==> config.mk <==
export PLATFORM = sky130hd
export DESIGN_NAME = round_timer_ctrl_flat
export DESIGN_NICKNAME = d
export VERILOG_FILES = /design/src/rtl/round_timer_ctrl_if.sv /design/src/rtl/round_timer_ctrl.sv /design/src/flat_wrapper.sv
export SDC_FILE = /design/constraint.sdc
export NUM_CORES = 1
export LEC_CHECK = 0
export ABC_AREA = 1
export BUFFER_PORTS_ARGS = -buffer_cell sky130_fd_sc_hd__buf_2
export CAP_MARGIN = 30
export CORE_MARGIN = 2
export CORE_UTILIZATION = 40
export DETAILED_ROUTE_END_ITERATION = 10
export PLACE_DENSITY = 0.55
export RECOVER_POWER = 50
export SLEW_MARGIN = 20
export SYNTH_ARGS = -nofsm -noshare
export SYNTH_HDL_FRONTEND = slang
export SYNTH_SLANG_ARGS = --single-unit
==> constraint.sdc <==
create_clock -name clk -period 1.5 [get_ports clk]
set_input_delay 0.075 -clock clk [delete_from_list [all_inputs] [get_ports clk]]
set_output_delay 0.075 -clock clk [all_outputs]
set_load 0.05 [all_outputs]
==> src/rtl/round_timer_ctrl_if.sv <==
// Bundles the signals exchanged between the game-state block and the round
// timer. The game side drives the round controls and consumes the countdown
// status. The timer side does the reverse.
interface round_timer_ctrl_if;

  // Round controls driven by the game-state block.
  logic       start;      // single-cycle strobe: load and begin countdown
  logic [4:0] load_val;   // requested round time in seconds
  logic       abort;      // single-cycle strobe: guess submitted

  // Countdown status returned by the timer.
  logic [4:0] remaining;  // seconds left, for the display
  logic       running;    // countdown in progress
  logic       warn;       // low-time indicator
  logic       end_p;      // one-cycle expiry pulse
  logic       timeout;    // sticky expiry flag

  // Game-state side: issues commands and watches the countdown.
  modport master (
    output start, load_val, abort,
    input  remaining, running, warn, end_p, timeout
  );

  // Timer side: accepts commands and reports the countdown.
  modport slave (
    input  start, load_val, abort,
    output remaining, running, warn, end_p, timeout
  );

endinterface : round_timer_ctrl_if

==> src/rtl/round_timer_ctrl.sv <==
// Per-round countdown timer for the binary number game.
// Loads a clamped round time on start, counts it down once per TICK_DIV
// clocks and flags expiry. An abort (early guess) freezes the count.
// Every output comes straight from a flop, so no input reaches an output
// in the same cycle.
module round_timer_ctrl #(
  parameter int TICK_DIV  = 50000000,  // clock cycles per one-second tick, >= 2
  parameter int MIN_TIME  = 3,         // lower clamp on the loaded round time
  parameter int WARN_TIME = 5          // warn while remaining <= this in RUN
) (
  input  logic         clk,
  input  logic         rst,
  round_timer_ctrl_if.slave bus
);

  // Prescaler width and the terminal count that produces a tick.
  localparam int                PS_W     = $clog2(TICK_DIV);
  localparam logic [PS_W-1:0]   PS_LAST  = PS_W'(TICK_DIV - 1);
  localparam logic [PS_W-1:0]   PS_ONE   = PS_W'(1);

  // Second-valued thresholds, sized to match the 5-bit seconds counter.
  localparam logic [4:0]        MIN_SEC  = 5'(MIN_TIME);
  localparam logic [4:0]        WARN_SEC = 5'(WARN_TIME);

  typedef enum logic [1:0] {
    IDLE    = 2'd0,
    RUN     = 2'd1,
    STOPPED = 2'd2,
    EXPIRED = 2'd3
  } state_t;

  // Registered state and outputs.
  state_t          state;
  logic [4:0]      remaining_q;
  logic [PS_W-1:0] prescaler;
  logic            running_q;
  logic            warn_q;
  logic            end_p_q;
  logic            timeout_q;

  // Next-state values.
  state_t          state_nxt;
  logic [4:0]      remaining_nxt;
  logic [PS_W-1:0] prescaler_nxt;
  logic            end_p_nxt;
  logic            timeout_nxt;

  // Decoded helpers.
  logic [4:0]      eff_time;
  logic            tick;

  // Clamp short requests up to the minimum round length. There is no upper
  // clamp because the full 5-bit range is a legal round time.
  assign eff_time = (bus.load_val < MIN_SEC) ? MIN_SEC : bus.load_val;

  // A one-second tick happens on the cycle the prescaler sits at its last count.
  assign tick = (prescaler == PS_LAST);

  // Next-state and datapath decode. start takes priority over everything,
  // and abort takes priority over the tick inside RUN.
  always_comb begin
    // NOTE: every signal written here gets a default first, so no path
    // leaves one unassigned and no latch is inferred.
    state_nxt     = state;
    remaining_nxt = remaining_q;
    prescaler_nxt = prescaler;
    end_p_nxt     = 1'b0;
    timeout_nxt   = timeout_q;

    if (bus.start) begin
      // Load from any state. This also restarts a countdown already running
      // and clears a previous expiry.
      state_nxt     = RUN;
      remaining_nxt = eff_time;
      prescaler_nxt = '0;
      timeout_nxt   = 1'b0;
    end else begin
      unique case (state)
        RUN: begin
          if (bus.abort) begin
            // Guess arrived in time: freeze remaining and the prescaler.
            state_nxt = STOPPED;
          end else if (tick) begin
            prescaler_nxt = '0;
            if (remaining_q > 5'd1) begin
              remaining_nxt = remaining_q - 5'd1;
            end else begin
              // Final second elapsed. Land on zero without wrapping.
              remaining_nxt = 5'd0;
              state_nxt     = EXPIRED;
              end_p_nxt     = 1'b1;
              timeout_nxt   = 1'b1;
            end
          end else begin
            prescaler_nxt = prescaler + PS_ONE;
          end
        end
        // IDLE, STOPPED and EXPIRED hold until start or rst. abort is ignored here.
        IDLE, STOPPED, EXPIRED: begin
        end
        default: begin
          state_nxt = IDLE;
        end
      endcase
    end
  end

  // State and output registers. Synchronous reset overrides every input.
  always_ff @(posedge clk) begin
    // NOTE: sequential state uses non-blocking assignments only. All flops
    // then update from the same pre-edge values, with no ordering races.
    if (rst) begin
      state       <= IDLE;
      remaining_q <= 5'd0;
      prescaler   <= '0;
      running_q   <= 1'b0;
      warn_q      <= 1'b0;
      end_p_q     <= 1'b0;
      timeout_q   <= 1'b0;
    end else begin
      state       <= state_nxt;
      remaining_q <= remaining_nxt;
      prescaler   <= prescaler_nxt;
      // running and warn are computed from next-state values, so they line
      // up with the state and remaining they describe.
      running_q   <= (state_nxt == RUN);
      warn_q      <= (state_nxt == RUN) && (remaining_nxt <= WARN_SEC);
      end_p_q     <= end_p_nxt;
      timeout_q   <= timeout_nxt;
    end
  end

  // Drive the interface from the output registers.
  assign bus.remaining = remaining_q;
  assign bus.running   = running_q;
  assign bus.warn      = warn_q;
  assign bus.end_p     = end_p_q;
  assign bus.timeout   = timeout_q;

endmodule : round_timer_ctrl
==> src/flat_wrapper.sv <==
// flat-port wrapper written by rule: the top's interface ports become plain ports
module round_timer_ctrl_flat 
#(
  parameter int TICK_DIV  = 50000000,                                           
  parameter int MIN_TIME  = 3,                                                
  parameter int WARN_TIME = 5                                                
)
  (clk, rst, bus_start, bus_load_val, bus_abort, bus_remaining, bus_running, bus_warn, bus_end_p, bus_timeout);
  round_timer_ctrl_if bus_i ();
  input  logic clk;
  input  logic rst;
  input wire logic [$bits(bus_i.start)-1:0] bus_start;
  input wire logic [$bits(bus_i.load_val)-1:0] bus_load_val;
  input wire logic [$bits(bus_i.abort)-1:0] bus_abort;
  output wire logic [$bits(bus_i.remaining)-1:0] bus_remaining;
  output wire logic [$bits(bus_i.running)-1:0] bus_running;
  output wire logic [$bits(bus_i.warn)-1:0] bus_warn;
  output wire logic [$bits(bus_i.end_p)-1:0] bus_end_p;
  output wire logic [$bits(bus_i.timeout)-1:0] bus_timeout;
  assign bus_i.start = bus_start;
  assign bus_i.load_val = bus_load_val;
  assign bus_i.abort = bus_abort;
  assign bus_remaining = bus_i.remaining;
  assign bus_running = bus_i.running;
  assign bus_warn = bus_i.warn;
  assign bus_end_p = bus_i.end_p;
  assign bus_timeout = bus_i.timeout;
  round_timer_ctrl #(.TICK_DIV(TICK_DIV), .MIN_TIME(MIN_TIME), .WARN_TIME(WARN_TIME)) u_core (.clk(clk), .rst(rst), .bus(bus_i));
endmodule
* Word level (Yosys, flattened, before mapping)
Cells that the tools add are included. W data, S select, Z words.
Word-level totals: register bits after elaboration 37, bits in latches 0, bits in writable memories 0, ROM bits 0, bits of input ports 9, output and inout port bits 9, logic and storage cells 37, memories kept 0
Operators by class: $add $sub $neg 2, multipliers 0, div/mod/pow operators 0, magnitude comparators 3, equal/unequal tests 3, shift-type cells 0, multiplexer cells 13, bitwise logic cells 4, reductions and logical operators 5
Operator list (count):
- $mux W5 | 6
- $add A26 B1 Y26 const B | 1
- $eq A26 B26 Y1 const B | 1
- $mux W26 | 1
- $mux W2 | 5
- $gt A5 B1 Y1 const B | 1
- $le A5 B3 Y1 const B | 1
- $lt A5 B2 Y1 const B | 1
- $reduce_or A5 Y1 | 1
- $sub A5 B1 Y5 const B | 1
- $eq A2 B1 Y1 const B | 2
- $not A1 Y1 | 4
- $reduce_and A4 Y1 | 1
- $reduce_and A2 Y1 | 1
- $reduce_or A2 Y1 | 1
- $logic_and A1 B1 Y1 | 1
- $mux W1 | 1

* Longest topological paths before layout
depth in word-level cells 8, mapped depth 14

* Worst setup path after synthesis
OpenSTA, ideal clock, no wires.
kind register -> register, start point register u_core.remaining_q[1], in the netlist u_core.bus.remaining[1], end point register u_core.warn_q, in the netlist u_core.bus.warn, setup time 0.113 ns, arrival time 1.766 ns, required time 1.387 ns, setup slack -0.380 ns, stages on the path, launching flop included 13, buffers on the path 0, clock period less this slack 1.880 ns, cell sequence dfxtp_1 -> inv_1 -> ha_1 -> inv_1 -> o21ai_0 -> nand2_1 -> inv_1 -> nand4_1 -> nand2_1 -> inv_1 -> nand3_2 -> a21oi_2 -> nor2_2
Between the ends: longest elaborated chain between the ends 8, elaborated cells between the ends (all ways) 15, those cells by class add/sub (1); order compare (2); eq/ne (1); mux (10); reduce/logical (1)
Ends and longest elaborated chain:
- from (decl) | RTL line round_timer_ctrl.sv:34 | logic [4:0] remaining_q;
- from (signal assigned) | RTL line round_timer_ctrl.sv:122 | remaining_q <= remaining_nxt;
- $sub A5 B1 Y5 or $gt A5 B1 Y1 (tied branches) | RTL line round_timer_ctrl.sv:86, round_timer_ctrl.sv:85
- $mux W5 or $mux W2 (tied branches) | RTL line round_timer_ctrl.sv:85 | if (remaining_q > 5'd1) begin
- $mux W5 or $mux W2 (tied branches) | RTL line round_timer_ctrl.sv:83 | end else if (tick) begin
- $mux W5 or $mux W2 (tied branches) | RTL line round_timer_ctrl.sv:80 | if (bus.abort) begin
- $mux W5 or $mux W2 (tied branches) | RTL line round_timer_ctrl.sv:78 | unique case (state)
- $mux W5 or $mux W2 (tied branches) | RTL line round_timer_ctrl.sv:70 | if (bus.start) begin
- $le A5 B3 Y1 or $eq A2 B1 Y1 (tied branches) | RTL line round_timer_ctrl.sv:127 | warn_q <= (state_nxt == RUN) && (remaining_nxt <= WARN_SEC);
- $logic_and A1 B1 Y1 (*) | RTL line round_timer_ctrl.sv:127
- to (signal assigned) | RTL line round_timer_ctrl.sv:127
- to (decl) | RTL line round_timer_ctrl.sv:37 | logic warn_q;
Mark *: on every way between the ends. The rest lies on a longest branch, timed or not. A chain may end at the register's enable or synchronous reset.

* Worst setup path in the final report
start point register u_core.prescaler[1], end point register u_core.prescaler[14]
Between the ends: longest elaborated chain between the ends 2, elaborated cells between the ends (all ways) 3, those cells by class add/sub (1); eq/ne (1); mux (1)
Ends and longest elaborated chain:
- from (decl) | RTL line round_timer_ctrl.sv:35 | logic [PS_W-1:0] prescaler;
- from (signal assigned) | RTL line round_timer_ctrl.sv:123 | prescaler <= prescaler_nxt;
- $add A26 B1 Y26 or $eq A26 B26 Y1 (tied branches) | RTL line round_timer_ctrl.sv:95, round_timer_ctrl.sv:57
- $mux W26 (*) | RTL line round_timer_ctrl.sv:83
Marked as above.

==> results.md <==
Final layout:
- The post-layout net count is between 400 and 500.
- The area growth from synthesis to layout is 49.26%.
- The share of final-layout standard cells stronger than drive strength 1 is 0.5126.
- The count of inserted antenna diode cells is 0.

STA:
- Timing would allow up to around 0.64 GHz.
- Setup slack on the critical path of the routed design comes to -0.06535 ns.
- Hold timing on the final database bottoms out at a slack of around 0.065 ns.
- The max-slew violation count came to 0.
- The count of final setup violators is 6.
- The total negative setup slack is -0.2103 ns.
- Setup repair after global routing could not meet its margin everywhere.
- The minimum period implied by the final worst setup slack is 1.565 ns.
- The worst slew margin relative to its limit is 0.6032.
- The measured slew at the worst slew-check pin is ~0.6 ns.
- The worst clock skew is ~0.0087 ns.
- The number of failing hold endpoints at the final stage came to 0.
- The share of the cycle needed by the critical path after routing is 1.044.

GRT:
- The maximum number of pins on one net before global-route repair is 13.
- The number of antenna violations at the first check in global routing is 0.
- The via count of the first global-routing pass is ~2,300.
- For this run, the total global-route usage over all layers was measured as 0.2096.
- The first global-routing pass estimated between 10,000 and 15,000 um of wire.
- The total overflow left after global routing is 0.

Setup path:
- The kind of cell with the highest combined delay on the critical path is simple AND/OR/NAND/NOR gates.
- The largest driver fanout on the critical path is 4.
- The worst setup path is launched from a register.
- The data arrival time at the worst-slack endpoint is 1.77 ns.
- The required arrival time at the worst endpoint is about 1.7 ns.
- The kind of critical path is reg2reg.
- In this run the worst setup path begins at u_core.prescaler[1]$_SDFFE_PP0P_.
- The buffer and inverter count on the worst path is 2.
- The master of the slowest instance on the critical path is dfxtp_2.
- The most used cell along the critical path is nand2_4.
- Walking the worst path, the cells encountered are ha_4 -> nand2_4 -> inv_4 -> nand2_4 -> nor2_4 -> nand2_4 -> inv_4 -> nand4_4 -> nor2_2 -> xnor2_1 -> nor2_1.
- The startpoint identified for the worst register-to-register timing path is u_core.prescaler[1]$_SDFFE_PP0P_.
- In this design, the stage delay of the slowest critical-path cell is approximately 0.36 ns.
- The worst setup path is captured at a register.

Clocking:
- The cell at the root of the clock tree is clkbuf_8.
- The longest clock path from root to sink contains 2 buffers.
- Clock latency on the worst-skew pair, taken at its later pin, is 0.30 ns.
- The number of buffers added by the clock tree synthesis step is 5.
- The H-tree generated during clock tree synthesis spans 2 levels.
- Counting every sink on the clock net gives 37.
- The TritonCTS clock tree is built.
- After clock tree synthesis, the clock-pin slew on the worst setup and hold paths is 0.08 ns.
- The number of hold buffers added after CTS is 0.

Pwr:
- The switching power total is between 0.0005 and 0.0006 W.
- The areal power density over the cells is 617.0 nW/um2.
- The combinational share of power is 0.119.
- The switching power as a share of total power is 0.2615.
- The leakage component of the power is 1.727 nW.
- Cell internal power was estimated by the tool at between 0.0015 and 0.002 W.
- Of the total power, the clock network draws 0.436.
- The worst-case vdd ir drop is ~0.00042 V.
- The share of total power dissipated in sequential elements is 0.445.
- The total power consumption of the routed design is around 0.0023 W.

Synth:
- Of the post-synthesis cell area, the dominant cell type holds 0.3010.
- The net count after synthesis is 353.
- After synthesis the cells add up to roughly 2500 um2.
- The mean cell area of the mapped netlist is 7.217 um2.
- The cell with the most instances after synthesis is nand2_1.
- After synthesis, the cell types taking the most area are dfxtp_1 (30%), nand2_1 (9.3%), inv_1 (6.4%).
- The share of async-settable or async-resettable flops after synthesis is 0.
- The most used flip-flop cell after synthesis is dfxtp_1.
- The flip-flop and latch count after synthesis is 37.
- After synthesis, the most frequently instantiated cells are nand2_1 (61), inv_1 (42), nor2_1 (40), dfxtp_1 (37), nand4_1 (17).
- The number of distinct library cell variants in the gate-level netlist after synthesis is 37.
- The cell type with the highest aggregate area in the netlist is dfxtp_1.
- The portion of the post-synthesis area used by sequential elements is 0.3010.
- The gate count after technology mapping is 341.
- The synthesized design contains 0 enable-type register cells.
- For this run, the number of Yosys warnings is 0.

Outcome:
- The checks that failed: negative setup slack.
- The run finished, with violations left.

Route:
- The routed wire length per instance is 13.39 um.
- In this run, the number of DRC markers left after iteration 0 of detailed routing was 76.
- The mean number of vias per cell is between 4 and 5.
- The via count is around 2,500.
- For this block, the routed nets add up to between 6000 and 7000 um of wire.
- The number of remaining DRC errors is 0.
- The first detailed-routing pass ran for 4 iterations.
- The antenna violation net count after detailed routing is 0.

Placed design:
- The count of buffers from port buffering is 17.
- Timing analysis after detailed placement gives a worst setup slack of -0.1010 ns.
- The detailed placer's ending HPWL is around 5000 um.
- The congestion estimate from routability-driven global placement came to between 0.8 and 0.9.

Die:
- The number of top-level pins is 18.
- The area of the core region is slightly below 6000 um2.
- The floorplan has 28 rows.
- The starting utilization of the core area is 0.4157.
- The floorplan step set the die width to 82.44 um.
- The die covers ~6800 um2.
- The y dimension of the die is ~82 um.

Hold path:
- The type of the most critical hold path is in2reg.
- In this run the most critical hold path is launched from bus_load_val[2].

Run:
- Across the run, the number of max-cap violations was 0.
==> final timing paths <==
| check | slack, ns | endpoint | depth (start not counted) |
|---|---|---|---|
| worst max-delay path | -0.07 | u_core.prescaler[14]$_SDFFE_PP0P_ | 11 |
| worst min-delay path | 0.07 | u_core.bus.remaining[2]$_SDFF_PP0_ | 3 |
| worst max register to register | -0.07 | u_core.prescaler[14]$_SDFFE_PP0P_ | 11 |
| worst min register to register | 0.48 | u_core.bus.timeout$_SDFFE_PP0P_ | 2 |
==> final cells by class <==
| class | count | area, um2 |
|---|---|---|
| Multi-Input combinational cell | 246 | 1749 |
| Clock inverter | 2 | 35.03 |
| Inverter | 51 | 212.7 |
| Tap cell | 75 | 93.84 |
| Fill cell | 538 | 2247 |
| Clock buffer | 6 | 93.84 |
| Sequential cell | 37 | 787.0 |
| Timing Repair Buffer | 95 | 701.9 |
==> layout by cell type (no fill, tap or decap), types with 5 or more instances in the layout <==
master and n:
clkbuf_8 5, nand4_1 17, inv_4 6, o21ai_1 6, nor3_2 5, a21oi_1 13
nor2_2 11, o21ai_0 5, nor2_1 30, inv_1 40, dfxtp_4 6, nand3_1 10
clkbuf_1 8, nand3_2 7, nand2_4 13, nand2_1 54, nand2_2 14, nor2_4 14
buf_6 11, dfxtp_1 12, xor2_1 6, buf_2 9, dfxtp_2 19, buf_4 67
==> power groups by stage <==
| stage | sequential [W] | clock (W) | combinational [W] |
|---|---|---|---|
| final | 0.00101 | 0.000988 | 0.000270 |
| after global routing | 0.00101 | 0.00105 | 0.000298 |
| after CTS | 0.00101 | 0.00101 | 0.000234 |
| after detailed placement | 0.00104 | 0 | 0.000230 |
| after global placement | 0.00104 | 0 | 0.000231 |
| after floorplan | 0.00108 | 0 | 0.000124 |
==> per-stage QoR <==
step,instances,instance area [um2],utilization
after global placement,489,3109,0.5251
final,512,3674,0.6205
after floorplan,341,2502,-
after global routing,512,3674,0.6205
after detailed placement,489,3109,0.5251
after CTS,501,3323,0.5613
==> cell families after synthesis <==
logic type / count (synthesis) / synth area share
flops: 37 / 0.3010
compound gates: 36 / 0.08135
xor+xnor: 8 / 0.02847
buf+inv: 58 / 0.09710
fa+ha+maj: 3 / 0.01525
simple gates: 199 / 0.4769
==> sequential cells by signal, indices dropped and copies added, names as in the netlist <==
name	count
u_core.bus.end_p	1
u_core.bus.remaining	5
u_core.state	2
u_core.bus.warn	1
u_core.prescaler	26
u_core.bus.running	1
u_core.bus.timeout	1
==> layer usage <==
metal	up-vias	global-route usage	wire, um	share of wire
met4	0	0.07500	107	0.016
li1	1286	-	-	-
met3	8	0.04130	193	0.028
met1	1128	0.2799	3250	0.47
met5	-	0	0	0
met2	29	0.3347	3306	0.48
==> timing repair <==
action | 4_1_cts | 5_1_grt
pin swaps | 10 | 37
resized for setup | 18 | 80
setup endpoints to repair | 13 | 32
endpoints found under the hold margin | 0 | 0
buffers inserted | 4 | 13
==> tightest hold or removal path, delay by kind of cell <==
kind / cells / cell delay, ns
AOI/OAI and AO/OA: 1 / 0.06
and+or+nand+nor: 1 / 0.09
buffers and inverters: 1 / 0.11
Note: power is estimated with default switching activity, not from simulation.
